## config.mk

```make
export PLATFORM = sky130hd
export DESIGN_NAME = lsu_flat
export DESIGN_NICKNAME = d
export VERILOG_FILES = /design/src/rtl/lsu_pkg.sv /design/src/rtl/lsu_if.sv /design/src/rtl/lsu_ext.sv /design/src/rtl/lsu.sv /design/src/flat_wrapper.sv
export SDC_FILE = /design/constraint.sdc
export NUM_CORES = 1
export LEC_CHECK = 0
export ABC_AREA = 1
export ABC_CLOCK_PERIOD_IN_PS = 4200
export CORE_UTILIZATION = 50
export CTS_BUF_LIST = sky130_fd_sc_hd__clkbuf_16
export DETAILED_ROUTE_END_ITERATION = 16
export DONT_BUFFER_PORTS = 1
export PLACE_DENSITY = 0.66
export SLEW_MARGIN = 20
export SYNTH_ARGS = -nofsm -noshare
export SYNTH_HDL_FRONTEND = slang
export SYNTH_SLANG_ARGS = --single-unit
```

## constraint.sdc

```tcl
create_clock -name clk -period 4.2 [get_ports clk]
set_input_delay 1.26 -clock clk [delete_from_list [all_inputs] [get_ports clk]]
set_output_delay 1.26 -clock clk [all_outputs]
set_load 0.005 [all_outputs]
```

## src/rtl/lsu_pkg.sv

```systemverilog
// Shared definitions for the load/store unit: access size codes, FSM
// state encoding and the size-to-byte-count helper.
package lsu_pkg;

  localparam logic [1:0] SZ_NONE  = 2'b00;
  localparam logic [1:0] SZ_BYTE  = 2'b01;
  localparam logic [1:0] SZ_WORD  = 2'b10;
  localparam logic [1:0] SZ_DWORD = 2'b11;

  typedef enum logic [1:0] {
    IDLE = 2'd0,
    EXEC = 2'd1,
    RESP = 2'd2
  } state_t;

  // Number of bytes touched by an access of the given size (0 for illegal).
  function automatic logic [3:0] size_nbytes(input logic [1:0] size);
    case (size)
      SZ_BYTE:  return 4'd1;
      SZ_WORD:  return 4'd4;
      SZ_DWORD: return 4'd8;
      default:  return 4'd0;
    endcase
  endfunction

endpackage

```

## src/rtl/lsu_if.sv

```systemverilog
// Request/response handshake between the execute stage (master) and the
// load/store unit (slave).
interface lsu_if;

  logic        req_valid;
  logic        req_ready;
  logic        req_we;
  logic [1:0]  req_size;
  logic        req_signed;
  logic [15:0] req_addr;
  logic [63:0] req_wdata;

  logic        resp_valid;
  logic        resp_ready;
  logic [63:0] resp_rdata;
  logic        resp_err;

  modport master (
    output req_valid, req_we, req_size, req_signed, req_addr, req_wdata,
    output resp_ready,
    input  req_ready, resp_valid, resp_rdata, resp_err
  );

  modport slave (
    input  req_valid, req_we, req_size, req_signed, req_addr, req_wdata,
    input  resp_ready,
    output req_ready, resp_valid, resp_rdata, resp_err
  );

endinterface

```

## src/rtl/lsu_ext.sv

```systemverilog
// Combinational load-data extension: picks the accessed bytes out of the
// RAM read word and zero- or sign-extends them to 64 bits.
module lsu_ext
  import lsu_pkg::*;
(
  input  logic [63:0] q,
  input  logic [1:0]  size,
  input  logic        sgn,
  output logic [63:0] result
);

  // Select and extend according to access size; dword ignores the sign flag.
  // NOTE: result gets a default first so no path through the case leaves it
  // unassigned, which would otherwise infer a latch.
  always_comb begin
    result = '0;
    case (size)
      SZ_BYTE:  result = {{56{sgn & q[7]}},  q[7:0]};
      SZ_WORD:  result = {{32{sgn & q[31]}}, q[31:0]};
      SZ_DWORD: result = q;
      default:  result = '0;
    endcase
  end

endmodule

```

## src/rtl/lsu.sv

```systemverilog
// Load/store unit: accepts one request at a time, checks size, alignment
// and address range, drives the data RAM for one EXEC cycle and returns the
// extended load result. Errored requests skip the RAM entirely.
module lsu
  import lsu_pkg::*;
#(
  parameter bit ALIGN_CHECK = 1'b1,
  parameter int ERR_CNT_W   = 8
) (
  input  logic                 clk,
  input  logic                 rst_n,
  lsu_if.slave                 bus,
  output logic                 ram_load,
  output logic [1:0]           ram_wr,
  output logic [15:0]          ram_addr,
  output logic [63:0]          ram_d,
  input  logic [63:0]          ram_q,
  output logic [ERR_CNT_W-1:0] err_cnt
);

  state_t      state, state_nxt;

  logic        we_q;
  logic [1:0]  size_q;
  logic        sgn_q;
  logic [15:0] addr_q;
  logic [63:0] wdata_q;
  logic [63:0] rdata_q;
  logic        err_q;

  logic        accept;
  logic        req_err;
  logic [16:0] last_byte;
  logic        range_err;
  logic        align_err;
  logic [63:0] load_ext;

  // Error check on the incoming request; the last byte address is formed at
  // 17 bits so a carry out of the 16-bit space is visible.
  always_comb begin
    last_byte = {1'b0, bus.req_addr} + {13'd0, size_nbytes(bus.req_size)} - 17'd1;
    range_err = last_byte > 17'h0FFFF;
    align_err = ALIGN_CHECK &&
                (((bus.req_size == SZ_WORD)  && (bus.req_addr[1:0] != 2'b00)) ||
                 ((bus.req_size == SZ_DWORD) && (bus.req_addr[2:0] != 3'b000)));
    req_err   = (bus.req_size == SZ_NONE) || range_err || align_err;
  end

  lsu_ext u_ext (
    .q      (ram_q),
    .size   (size_q),
    .sgn    (sgn_q),
    .result (load_ext)
  );

  // State register.
  // NOTE: sequential state uses non-blocking assignments so every flop
  // samples the pre-edge values regardless of statement order.
  always_ff @(posedge clk or negedge rst_n) begin
    if (!rst_n) state <= IDLE;
    else        state <= state_nxt;
  end

  // Next-state and handshake/RAM-strobe decode from the current state.
  always_comb begin
    state_nxt     = state;
    accept        = 1'b0;
    bus.req_ready = 1'b0;
    bus.resp_valid = 1'b0;
    ram_load      = 1'b0;
    ram_wr        = SZ_NONE;
    case (state)
      IDLE: begin
        bus.req_ready = 1'b1;
        accept        = bus.req_valid;
        if (bus.req_valid) state_nxt = req_err ? RESP : EXEC;
      end
      EXEC: begin
        ram_load  = we_q;
        ram_wr    = size_q;
        state_nxt = RESP;
      end
      RESP: begin
        bus.resp_valid = 1'b1;
        if (bus.resp_ready) state_nxt = IDLE;
      end
      default: state_nxt = IDLE;
    endcase
  end

  // Request latch, response data/error and saturating error counter.
  always_ff @(posedge clk or negedge rst_n) begin
    if (!rst_n) begin
      we_q    <= 1'b0;
      size_q  <= SZ_NONE;
      sgn_q   <= 1'b0;
      addr_q  <= '0;
      wdata_q <= '0;
      rdata_q <= '0;
      err_q   <= 1'b0;
      err_cnt <= '0;
    end else begin
      if (accept) begin
        we_q    <= bus.req_we;
        size_q  <= bus.req_size;
        sgn_q   <= bus.req_signed;
        addr_q  <= bus.req_addr;
        wdata_q <= bus.req_wdata;
        err_q   <= req_err;
        rdata_q <= '0;
        if (req_err && (err_cnt != '1)) err_cnt <= err_cnt + 1'b1;
      end
      if (state == EXEC) rdata_q <= we_q ? 64'd0 : load_ext;
    end
  end

  assign ram_addr       = addr_q;
  assign ram_d          = wdata_q;
  assign bus.resp_rdata = rdata_q;
  assign bus.resp_err   = err_q;

endmodule

```

## src/flat_wrapper.sv

```systemverilog
// flat-port wrapper written by rule: the top's interface ports become plain ports
module lsu_flat import lsu_pkg::*;
#(
  parameter bit ALIGN_CHECK = 1'b1,
  parameter int ERR_CNT_W   = 8
)
  (clk, rst_n, ram_load, ram_wr, ram_addr, ram_d, ram_q, err_cnt, bus_req_valid, bus_req_we, bus_req_size, bus_req_signed, bus_req_addr, bus_req_wdata, bus_resp_ready, bus_req_ready, bus_resp_valid, bus_resp_rdata, bus_resp_err);
  lsu_if bus_i ();
  input  logic clk;
  input  logic rst_n;
  output logic ram_load;
  output logic [1:0] ram_wr;
  output logic [15:0] ram_addr;
  output logic [63:0] ram_d;
  input  logic [63:0] ram_q;
  output logic [ERR_CNT_W-1:0] err_cnt;
  input wire logic [$bits(bus_i.req_valid)-1:0] bus_req_valid;
  input wire logic [$bits(bus_i.req_we)-1:0] bus_req_we;
  input wire logic [$bits(bus_i.req_size)-1:0] bus_req_size;
  input wire logic [$bits(bus_i.req_signed)-1:0] bus_req_signed;
  input wire logic [$bits(bus_i.req_addr)-1:0] bus_req_addr;
  input wire logic [$bits(bus_i.req_wdata)-1:0] bus_req_wdata;
  input wire logic [$bits(bus_i.resp_ready)-1:0] bus_resp_ready;
  output wire logic [$bits(bus_i.req_ready)-1:0] bus_req_ready;
  output wire logic [$bits(bus_i.resp_valid)-1:0] bus_resp_valid;
  output wire logic [$bits(bus_i.resp_rdata)-1:0] bus_resp_rdata;
  output wire logic [$bits(bus_i.resp_err)-1:0] bus_resp_err;
  assign bus_i.req_valid = bus_req_valid;
  assign bus_i.req_we = bus_req_we;
  assign bus_i.req_size = bus_req_size;
  assign bus_i.req_signed = bus_req_signed;
  assign bus_i.req_addr = bus_req_addr;
  assign bus_i.req_wdata = bus_req_wdata;
  assign bus_i.resp_ready = bus_resp_ready;
  assign bus_req_ready = bus_i.req_ready;
  assign bus_resp_valid = bus_i.resp_valid;
  assign bus_resp_rdata = bus_i.resp_rdata;
  assign bus_resp_err = bus_i.resp_err;
  lsu #(.ALIGN_CHECK(ALIGN_CHECK), .ERR_CNT_W(ERR_CNT_W)) u_core (.clk(clk), .rst_n(rst_n), .bus(bus_i), .ram_load(ram_load), .ram_wr(ram_wr), .ram_addr(ram_addr), .ram_d(ram_d), .ram_q(ram_q), .err_cnt(err_cnt));
endmodule
```

# Word level (Yosys, flattened, before mapping)

Cells that the tools add are included.

Add/subtract/negate cells: 3
Magnitude comparators: 1
Equality and inequality tests: 11
Muxes and demuxes: 14
Bitwise logic cells: 2
Reduce and logical (&&, ||, !) cells: 13

Operator list:

| kind                  | number |
|---|---|
| $mux 64               | 3 |
| $pmux 64 s3           | 1 |
| $add 16x4->17         | 1 |
| $gt 17x16->1 const B  | 1 |
| $sub 17x1->17 const B | 1 |
| $pmux 4 s3            | 1 |
| $eq 2x2->1 const B    | 5 |
| $add 8x1->8 const B   | 1 |
| $mux 2                | 4 |
| $ne 8x8->1 const B    | 1 |
| $eq 2x1->1 const B    | 3 |
| $pmux 2 s3            | 1 |
| $logic_not 2->1       | 2 |
| $mux 1                | 4 |
| $ne 2x2->1 const B    | 2 |
| $reduce_and 2->1      | 2 |
| $reduce_bool 2->1     | 2 |
| $logic_and 1x1->1     | 3 |
| $logic_or 1x1->1      | 3 |
| $reduce_bool 3->1     | 1 |
| $and 1x1->1           | 2 |

Bits in registers: 159
Bits of input ports: 152
Output and inout bits: 158
Word-level logic and storage cells: 53

# Logic depth before layout (Yosys ltp)

Gate-level depths: netlist of the first run.

Depth in word-level cells: 10
Gate-level depth with buffers: 17
Depth with buffers taken out: 17

# By module

From an unflattened synthesis of the first run, not the netlist that was laid out.

Cell total of the unflattened synthesis: 938
Area, all modules: 7,617.3 sq um

Modules (own cells, without submodules):

| module  | times used | cells each | area each (sq um) | sequential area each (sq um) |
|---|---|---|---|---|
| lsu     | 1          | 786        | 6,831.6           | 3,978.8 |
| lsu_ext | 1          | 152        | 785.8             | 0.0 |

# Worst setup path after synthesis of the first run

No wires, ideal clock.

Path type: input port to flip-flop
From: in bus_req_size[0]
To: reg u_core.err_cnt[0]
Library setup time: 0.117 ns
Arrival: 2.638 ns
Required time: 4.083 ns
Slack: 1.445 ns
Cell stages on the path: 16
Path buffers: 1
Path through: inv_1 > nand2_1 > ha_1 > inv_1 > ha_1 > nand2_1 > nand2_1 > nand3_1 > nand2_1 > nand2_1 > nand3_1 > nand2_1 > nand2_2 > buf_6 > nand3_1 > nand2_1

Longest elaborated chain between the ends: 9
Elaborated cells between the ends (all ways): 15
Those cells by class: add/sub (2); order compare (1); eq/ne (3); mux (1); reduce/logical (8)

RTL lines:

| element                            | line                     | source |
|---|---|---|
| start, declared                    | flat_wrapper.sv:19       | `input wire logic [$bits(bus_i.req_size)-1:0] bus_req_size;` |
| $eq 2x2->1 (tied with other cells) | lsu_pkg.sv:18, lsu.sv:45 |  |
| $pmux 4 s3                         | lsu_pkg.sv:18            | `case (size)` |
| $add 16x4->17                      | lsu.sv:41                | `last_byte = {1'b0, bus.req_addr} + {13'd0, size_nbytes(bus.req_size)} - 17'd1;` |
| $sub 17x1->17                      | lsu.sv:41                |  |
| $gt 17x16->1                       | lsu.sv:42                | `range_err = last_byte > 17'h0FFFF;` |
| $logic_or 1x1->1                   | lsu.sv:46                | `req_err = (bus.req_size == SZ_NONE) \|\| range_err \|\| align_err;` |
| $logic_or 1x1->1 (*)               | lsu.sv:46                |  |
| $logic_and 1x1->1 (*)              | lsu.sv:111               | `if (req_err && (err_cnt != '1)) err_cnt <= err_cnt + 1'b1;` |
| $reduce_and 2->1 (no line) (*)     | -                        |  |
| end signal, assigned               | lsu.sv:111               |  |
| end, declared                      | lsu.sv:18                | `output logic [ERR_CNT_W-1:0] err_cnt` |

Every way passes the cells marked *; elsewhere a longest branch is shown, timed or not.
A chain may end at the register's enable or synchronous reset.

# Final worst setup path of the first run

From: reg u_core.size_q[1]
To: out ram_wr[1]

Longest elaborated chain between the ends: 1

RTL lines:

| element                | line               | source |
|---|---|---|
| start, declared        | lsu.sv:24          | `logic [1:0] size_q;` |
| start signal, assigned | lsu.sv:105         | `size_q <= bus.req_size;` |
| $mux 2                 | lsu.sv:72          | `case (state)` |
| end, declared          | flat_wrapper.sv:12 | `output logic [1:0] ram_wr;` |

Every way passes these cells.

==> results.py, run 1 <==
metrics = {
    "clock_network": {
        "post_cts_buffers": 0,
        "clockBufferDepth": 2,
        "numCtsBuffers": 17,
        "cts_resized": 0,
        "cts_tree": "done",
        "clock_latency_ns": 0.42,
        "cts_root_buf": "clkbuf_16",
        "cts_hold_buf": 0,
        "clk_pin_slew_worst_paths_ns": 0.06,
        "cts.sinks": 159,
        "htree_levels": 4,
    },
    "route": {
        "maxUsedRoutingLayer": "met5",
        "drt-wirelength-per-cell_um": 18.0,
        "dr.pass1.iters": 5,
        "wl_met1_um": 6410,
        "wl_um": 17200,
        "wl_met3_um": 1740,
        "final_antenna_net_count": 0,
        "routed_via_density": 5.58,
        "dr_total_vias": 5333,
        "wl_met2_um": 8450,
        "drcViolationCount": 0,
        "drt_iter0_drc": 430,
    },
    "setup_path": {
        "arrival_ns": 1.71,
        "crit_chain": "inv_2, nor2_2",
        "critPathRequiredTime_ns": 2.94,
        "reg2reg_to": "u_core.bus.resp_rdata[45]$_DFFE_PN0P_",
        "ff2ff_path_depth": 7,
        "crit_fanout": 27,
        "cp_slowest_cell": "dfrtp_1",
        "crit_start": "u_core.size_q[1]$_DFFE_PN0P_",
        "crit_end": "ram_wr[1]",
        "critPathLaunchType": "flop",
        "end_kind": "output pin",
        "critPathMaxStageDelay_ns": 0.90,
        "reg2reg_slack_ns": 1.70,
        "rr_startpoint": "u_core.size_q[1]$_DFFE_PN0P_",
        "crit_type": "flop to output pin",
    },
    "timing": {
        "max_freq_ghz": 0.337,
        "finalHoldViolCount": 0,
        "fin_crit_sh_pct": 70.7,
        "finalSetupViolCount": 0,
        "fin_ws_ns": 1.23,
        "setup_tns_ns": 0,
        "slew_headroom_pct": 31.5,
        "drv_slew": 0,
        "tightest_slew_ns": 1.03,
        "clock_skew_ns": 0.00697,
        "rsz0062_at_grt": "false",
        "period_minus_slack_ns": 2.97,
    },
    "grt": {
        "grt_max_degree": 160,
        "gr-usage-all-layers_pct": 24.1,
        "grt-ovfl-total": 0,
        "grt_pass1_vias": 5188,
        "grt_first_pass_wirelength_um": 26800,
        "antenna_found_initial": 1,
    },
    "final_layout": {
        "design_area_um2": 7560,
        "nets": 939,
        "layout-drive-gt1-share_pct": 6.03,
        "n_fill_cell": 1177,
        "diodes": 0,
        "syn2layout_area_growth_pct": 8.58,
        "finalNonFillerCells": 956,
    },
    "floorplan": {
        "fp.dieH_um": 120,
        "die_area_um2": 14400,
        "io-pin-count": 310,
        "fp.dieW_um": 120,
        "initial_core_util_pct": 52.0,
        "core_um2": 13400,
        "rows": 42,
    },
    "synthesis": {
        "ys_warn_count": 0,
        "synth_area_leader_cell": "dfrtp_1",
        "muxShareOfSynthArea_pct": 0,
        "synth-simple-area-share_pct": 21.4,
        "synth_xor_area_share_pct": 0.754,
        "syn-num-nets": 967,
        "synthCells": 796,
        "synth.area.top_cells": "dfrtp_1 57%, nand2_1 14%, nand3_1 5.7%",
        "yosysUniqueCellTypes": 26,
        "synth_top_area_share_pct": 57.1,
        "syn_area_um2": 6970,
        "synth_compound_area_share_pct": 10.9,
        "synth-seq-area-share_pct": 57.1,
        "ys_ff_latch": 159,
        "synth_top_family_by_area": "simple AND/OR/NAND/NOR gates",
        "synth_fa_ha_area_share_pct": 3.41,
        "avgSynthCellArea_um2": 8.75,
    },
    "placement": {
        "gp_congestion": 0.821,
        "dp_slack_ns": 1.11,
        "hpwl_um": 11900,
        "dp.cells": 925,
        "port_buffers": 0,
        "post_dp_cell_area_um2": 6990,
    },
    "status": {
        "status": "finished clean",
    },
    "pwr": {
        "p_leak_nw": 3.81,
        "cellPowerDensity_nw_per_um2": 566,
        "irDropWorstVdd_uv": 281,
        "p_total_mw": 4.28,
    },
    "hold_path": {
        "hold_path.class": "flop to flop",
        "min_path_cells": 2,
    },
    "run": {
        "maxCapViolCount": 0,
    },
}
==> report_power, final <==
part | switching (mW) | total [mW] | internal (mW)
clock network | 0.596 | 1.52 | 0.919
registers | 0.301 | 2.13 | 1.83
logic | 0.414 | 0.638 | 0.224
==> sequential cells by signal, indices dropped and copies added, names as in the netlist <==
register,cells
u_core.bus.resp_err,1
u_core.bus.resp_rdata,64
u_core.err_cnt,8
u_core.ram_addr,16
u_core.ram_d,64
u_core.sgn_q,1
u_core.size_q,2
u_core.state,2
u_core.we_q,1
==> per-stage QoR <==
| stage | utilization (%) | hold WS [ns] |
|---|---|---|
| 3_3_place_gp | 52.2 | 0.494 |
| 2_1_floorplan | - | 0.472 |
| 5_1_grt | 56.5 | 0.506 |
| 6_report | 56.5 | 0.508 |
| 4_1_cts | 56.5 | 0.511 |
| 3_5_place_dp | 52.2 | 0.495 |
==> worst min-delay path by stage <==
stage	startpoint	end	slack [ns]
floorplan	u_core.ram_d[0]$_DFFE_PN0P_	u_core.ram_d[0]$_DFFE_PN0P_	0.47
global placement	u_core.ram_d[54]$_DFFE_PN0P_	u_core.ram_d[54]$_DFFE_PN0P_	0.49
detailed placement	u_core.ram_d[44]$_DFFE_PN0P_	u_core.ram_d[44]$_DFFE_PN0P_	0.49
CTS	rst_n	u_core.bus.resp_rdata[54]$_DFFE_PN0P_	0.51
global route	rst_n	u_core.bus.resp_rdata[54]$_DFFE_PN0P_	0.51
finish	u_core.ram_d[17]$_DFFE_PN0P_	u_core.ram_d[17]$_DFFE_PN0P_	0.51
==> layout by cell type (no fill, tap or decap), drive strengths merged, types with 2 or more instances in the layout <==
master	count
clkbuf	17
nor2	16
xor2	5
a21oi	61
buf	3
clkinv	7
clkinvlp	2
dfrtp	159
ha	19
inv	55
bufinv	3
nand2	264
nand3	79
o21ai	85
==> per-layer routing <==
metal | vias up | track usage [%]
met1 | 2502 | 27.7
met2 | 263 | 39.9
met4 | 2 | 11.4
met3 | 47 | 8.65
li1 | 2519 | -
met5 | - | 0
==> synthesized netlist by cell type (all sizes together) <==
cell	number
clkbuf	24
nand3	79
a31oi	1
nor3	1
o2111ai	1
xor2	5
o21ai	85
nor2	16
inv	53
a21oi	61
nand2	264
nand4	1
ha	19
dfrtp	159
buf	26
xnor2	1
==> worst max-delay path: cells and delay by family, from the launching register on <==
family                 cells  cell delay (ns)
DFF                        1             0.90
and+or+nand+nor            1             0.27
buffers and inverters      1             0.11
==> kinds of logic (layout without fill, tap and decap cells) <==
logic type / after synthesis / in the layout
XOR/XNOR: 6 / 6
AND/OR/NAND/NOR: 361 / 361
adder cells (fa/ha/maj): 19 / 19
buffers and inverters: 103 / 87
AO/OA/AOI/OAI: 148 / 148
flip-flops: 159 / 159
==> layout make-up <==
| class | instances | area (um2) | area share [%] |
|---|---|---|---|
| clock inverters | 14 | 150 | 1.98 |
| well taps | 176 | 220 | 2.91 |
| clock buffers | 17 | 425 | 5.62 |
| multi-input cells | 534 | 2560 | 33.8 |
| flip-flops and latches | 159 | 3980 | 52.6 |
| repair buffers | 3 | 35.0 | 0.463 |
| inverters | 53 | 199 | 2.63 |
Note: power is estimated with default switching activity, not from simulation.
==> run 2: changes to the inputs <==
ABC_CLOCK_PERIOD_IN_PS = 2600   (was 4200)
PLACE_DENSITY = 0.69   (was 0.66)
clock period = 2.6 ns   (was 4.2 ns; I/O delays follow)
==> results.py, run 2 (synthesized netlist as in run 1, its figures left out) <==
metrics = {
    "status": {
        "status": "finished clean",
    },
    "timing": {
        "drv_slew": 0,
        "slew_headroom_pct": 58.3,
        "max_freq_ghz": 0.470,
        "hold_slack_ns": 0.0515,
        "fin_crit_sh_pct": 81.8,
        "rsz0062_at_grt": "false",
        "finalSetupViolCount": 0,
        "tightest_slew_ns": 0.626,
        "period_minus_slack_ns": 2.13,
        "clock_skew_ns": 0.00712,
        "setup_tns_ns": 0,
        "finalHoldViolCount": 0,
    },
    "grt": {
        "gr-usage-all-layers_pct": 24.4,
        "use_met1_pct": 29.5,
        "grt_first_pass_wirelength_um": 27100,
        "grt_pass1_vias": 5252,
        "antenna_found_initial": 0,
        "use_met2_pct": 38.4,
        "grt_use_met3_pct": 9.27,
        "gr-max-usage-layer": "met2",
        "grt-ovfl-total": 0,
        "grt_max_degree": 160,
    },
    "final_layout": {
        "diodes": 0,
        "final_common_cell": "nand2_1",
        "nets": 947,
        "finalNonFillerCells": 965,
        "design_area_um2": 7590,
        "layout-drive-gt1-share_pct": 6.84,
        "syn2layout_area_growth_pct": 9.02,
        "layout_common_cells": "261 x nand2_1, 159 x dfrtp_1, 79 x nand3_1",
    },
    "setup_path": {
        "rr_startpoint": "u_core.state[0]$_DFFE_PN0P_",
        "crit_fanout": 8,
        "end_kind": "flop",
        "arrival_ns": 2.43,
        "ff2ff_path_depth": 7,
        "crit_end": "u_core.err_cnt[4]$_DFFE_PN0P_",
        "critPathRequiredTime_ns": 2.91,
        "crit_start": "bus_req_size[0]",
        "critPathLaunchType": "input pin",
        "crit_type": "input pin to flop",
        "reg2reg_to": "u_core.bus.resp_rdata[32]$_DFFE_PN0P_",
        "reg2reg_slack_ns": 0.63,
    },
    "clock_network": {
        "post_cts_buffers": 0,
        "clockBufferDepth": 2,
        "numCtsBuffers": 17,
        "cts_hold_buf": 0,
        "clock_latency_ns": 0.42,
        "cts.sinks": 159,
        "cts_root_buf": "clkbuf_16",
        "clk_pin_slew_worst_paths_ns": 0.06,
        "cts_tree": "done",
        "cts_resized": 0,
        "htree_levels": 4,
    },
    "route": {
        "dr_total_vias": 5387,
        "drt-wirelength-per-cell_um": 18.1,
        "wl_um": 17500,
        "drt_iter0_drc": 385,
        "dr.pass1.iters": 5,
        "routed_via_density": 5.58,
        "final_antenna_net_count": 0,
        "drcViolationCount": 0,
    },
    "floorplan": {
        "die_area_um2": 14400,
        "rows": 42,
        "fp.dieH_um": 120,
        "fp.dieW_um": 120,
        "core_um2": 13400,
        "io-pin-count": 310,
        "initial_core_util_pct": 52.0,
    },
    "run": {
        "maxCapViolCount": 0,
    },
    "placement": {
        "post_dp_cell_area_um2": 7060,
        "port_buffers": 0,
        "dp.cells": 933,
        "gp_congestion": 0.885,
        "hpwl_um": 12300,
    },
    "pwr": {
        "cellPowerDensity_nw_per_um2": 892,
        "irDropWorstVdd_uv": 438,
        "p_total_mw": 6.77,
        "p_leak_nw": 3.83,
    },
    "hold_path": {
        "hold_path.class": "input pin to asynchronous set/reset pin",
    },
}
==> run 2: cell count changes in the layout (fill, tap and decap cells not counted), sizes merged <==
cell      delta
inv          +1
bufinv       -2
buf          +8
clkinvlp     +2
==> run 2: layout make-up <==
cell class	instances	area (um2)
clock buffers	17	425
well taps	176	220
inverters	53	199
repair buffers	11	108
clock inverters	15	108
flip-flops and latches	159	3980
fillers	1192	5810
multi-input cells	534	2560
==> run 2: where the power goes <==
part	switching (mW)	internal, mW
Clock	0.968	1.29
Combinational	0.723	0.389
Sequential	0.451	2.95
==> run 2: worst min path at each step <==
stage,start,end,slack [ns]
after floorplan,u_core.ram_d[0]$_DFFE_PN0P_,u_core.ram_d[0]$_DFFE_PN0P_,0.47
after global placement,rst_n,u_core.ram_addr[11]$_DFFE_PN0P_,0.49
after detailed placement,rst_n,u_core.ram_addr[11]$_DFFE_PN0P_,0.49
after CTS,rst_n,u_core.ram_addr[11]$_DFFE_PN0P_,0.03
after global routing,rst_n,u_core.ram_addr[11]$_DFFE_PN0P_,0.03
final,rst_n,u_core.ram_addr[12]$_DFFE_PN0P_,0.05
==> run 2: critical path: stages <==
cell	delay, ns
inv_1	0.07
nand2_1	0.06
ha_1	0.27
inv_1	0.04
ha_1	0.26
nand2_1	0.07
nand2_1	0.06
nand3_1	0.08
nand2_1	0.06
nand2_1	0.07
nand2_1	0.05
nand2_1	0.06
nand2_1	0.05
nand2_2	0.15
nand2_2	0.14
nand2_1	0.12
nand2_1	0.05
==> run 2: metal layers <==
metal	vias up	routed length, um
met3	40	1680
met5	-	0
met4	0	464
met1	2550	6780
met2	270	8590
li1	2527	-
==> run 2: through the flow <==
step	worst slack, ns	util [%]
floorplan	0.325	-
global placement	0.136	52.7
detailed placement	0.0499	52.7
CTS	0.498	56.7
global route	0.255	56.7
finish	0.474	56.7
==> run 3: changes to the inputs <==
ABC_CLOCK_PERIOD_IN_PS = 1900   (was 2600)
clock period = 1.9 ns   (was 2.6 ns; I/O delays follow)
==> results.py, run 3 (synthesized netlist as in run 1, its figures left out) <==
metrics = {
    "timing": {
        "fin_ws_ns": 0.0669,
        "period_minus_slack_ns": 1.83,
        "fin_crit_sh_pct": 96.5,
        "clock_skew_ns": 0.00919,
        "finalSetupViolCount": 0,
        "tightest_slew_ns": 0.761,
        "drv_slew": 0,
        "finalHoldViolCount": 159,
        "hold_slack_ns": -0.158,
        "setup_tns_ns": 0,
        "slew_headroom_pct": 49.2,
        "rsz0062_at_grt": "true",
        "max_freq_ghz": 0.546,
    },
    "grt": {
        "gr-usage-all-layers_pct": 24.4,
        "grt_first_pass_wirelength_um": 27000,
        "antenna_found_initial": 0,
        "grt-ovfl-total": 0,
        "grt_max_degree": 160,
        "grt_pass1_vias": 5162,
    },
    "clock_network": {
        "cts.sinks": 159,
        "cts_tree": "done",
        "clock_latency_ns": 0.43,
        "clockBufferDepth": 2,
        "clk_pin_slew_worst_paths_ns": 0.06,
        "htree_levels": 4,
        "numCtsBuffers": 17,
        "cts_root_buf": "clkbuf_16",
        "post_cts_buffers": 0,
    },
    "hold_path": {
        "hold_path.class": "input pin to asynchronous set/reset pin",
    },
    "final_layout": {
        "layout_common_cells": "259 x nand2_1, 159 x dfrtp_1, 78 x nand3_1",
        "layout-drive-gt1-share_pct": 9.02,
        "final_common_cell": "nand2_1",
        "design_area_um2": 7780,
        "finalNonFillerCells": 974,
        "nets": 956,
        "diodes": 0,
        "syn2layout_area_growth_pct": 11.7,
    },
    "setup_path": {
        "reg2reg_slack_ns": 0.12,
        "ff2ff_path_depth": 7,
        "end_kind": "output pin",
        "crit_fanout": 6,
        "critPathLaunchType": "flop",
        "crit_start": "u_core.state[1]$_DFFE_PN0P_",
        "crit_type": "flop to output pin",
        "arrival_ns": 1.26,
        "critPathRequiredTime_ns": 1.33,
        "rr_startpoint": "u_core.err_cnt[0]$_DFFE_PN0P_",
    },
    "route": {
        "dr.pass1.iters": 5,
        "routed_via_density": 5.53,
        "wl_um": 17700,
        "drt_iter0_drc": 371,
        "final_antenna_net_count": 0,
        "drcViolationCount": 0,
        "dr_total_vias": 5389,
        "drt-wirelength-per-cell_um": 18.2,
    },
    "floorplan": {
        "rows": 42,
        "io-pin-count": 310,
        "fp.dieW_um": 120,
        "fp.dieH_um": 120,
        "die_area_um2": 14400,
        "initial_core_util_pct": 52.0,
        "core_um2": 13400,
    },
    "status": {
        "violations": "negative hold slack",
        "status": "finished with violations",
    },
    "placement": {
        "dp.cells": 942,
        "post_dp_cell_area_um2": 7230,
        "port_buffers": 0,
        "dp_slack_ns": -0.284,
        "hpwl_um": 12300,
        "gp_congestion": 0.833,
    },
    "pwr": {
        "cellPowerDensity_nw_per_um2": 1210,
        "p_leak_nw": 3.90,
        "irDropWorstVdd_uv": 540,
    },
    "run": {
        "maxCapViolCount": 0,
    },
}
==> run 3: cell types whose count changed in the layout (fill, tap and decap cells not counted), moves of 2 or more <==
cell,previous run,this run
buf_4,9,17
clkinv_2,4,2
ha_1,19,16
ha_4,0,3
inv_1,52,48
inv_2,4,7
nand2_1,261,259
nand2_4,1,3
==> run 3: routing by layer <==
metal  vias to the layer above  GRT usage (%)  part of all wire (%)
li1                       2546              -                     -
met1                      2582           27.9                    38
met2                       225           41.1                    51
met3                        36           8.84                   8.0
met4                         0           10.2                   2.7
met5                         -              0                     0
==> run 3: cell type report <==
| type | instances | area, um2 |
|---|---|---|
| Fill cell | 1176 | 5620 |
| Sequential cell | 159 | 3980 |
| Multi-Input combinational cell | 534 | 2630 |
| Clock buffer | 17 | 425 |
| Tap cell | 176 | 220 |
| Inverter | 53 | 211 |
| Timing Repair Buffer | 20 | 188 |
| Clock inverter | 15 | 131 |
==> run 3: per-stage QoR <==
stage / power, mW / utilization, % / hold WS [ns]
after floorplan: 5.78 / - / 0.274
after global placement: 6.20 / 53.9 / 0.278
after detailed placement: 6.31 / 53.9 / 0.277
after CTS: 9.53 / 58.1 / -0.175
after global routing: 9.94 / 58.1 / -0.182
final: 9.45 / 58.1 / -0.158
==> run 3: worst max-delay path, cell delays in order (launching register included) <==
cell and delay (ns):
dfrtp_1 0.40, nor2_1 0.14, inv_2 0.08, nor2_2 0.22
==> run 3: worst paths after layout <==
path	endpoint
max reg2reg	u_core.err_cnt[1]$_DFFE_PN0P_
min	u_core.bus.resp_rdata[43]$_DFFE_PN0P_
min in group clk	u_core.ram_d[51]$_DFFE_PN0P_
max in group asynchronous	u_core.err_cnt[6]$_DFFE_PN0P_
min reg2reg	u_core.ram_d[17]$_DFFE_PN0P_
max	ram_wr[0]
==> run 3: power breakdown <==
part           switching [mW]  leakage, nW  internal, mW
registers               0.634         2.07          4.04
logic                    1.01         1.56         0.569
clock network            1.30        0.271          1.90
total                    2.95         3.90          6.51
==> run 3: timing repair <==
action                                 in CTS  in global routing
gates resized for setup                     0                  0
endpoints found under the hold margin     159                159
setup endpoints to repair                   0                  3
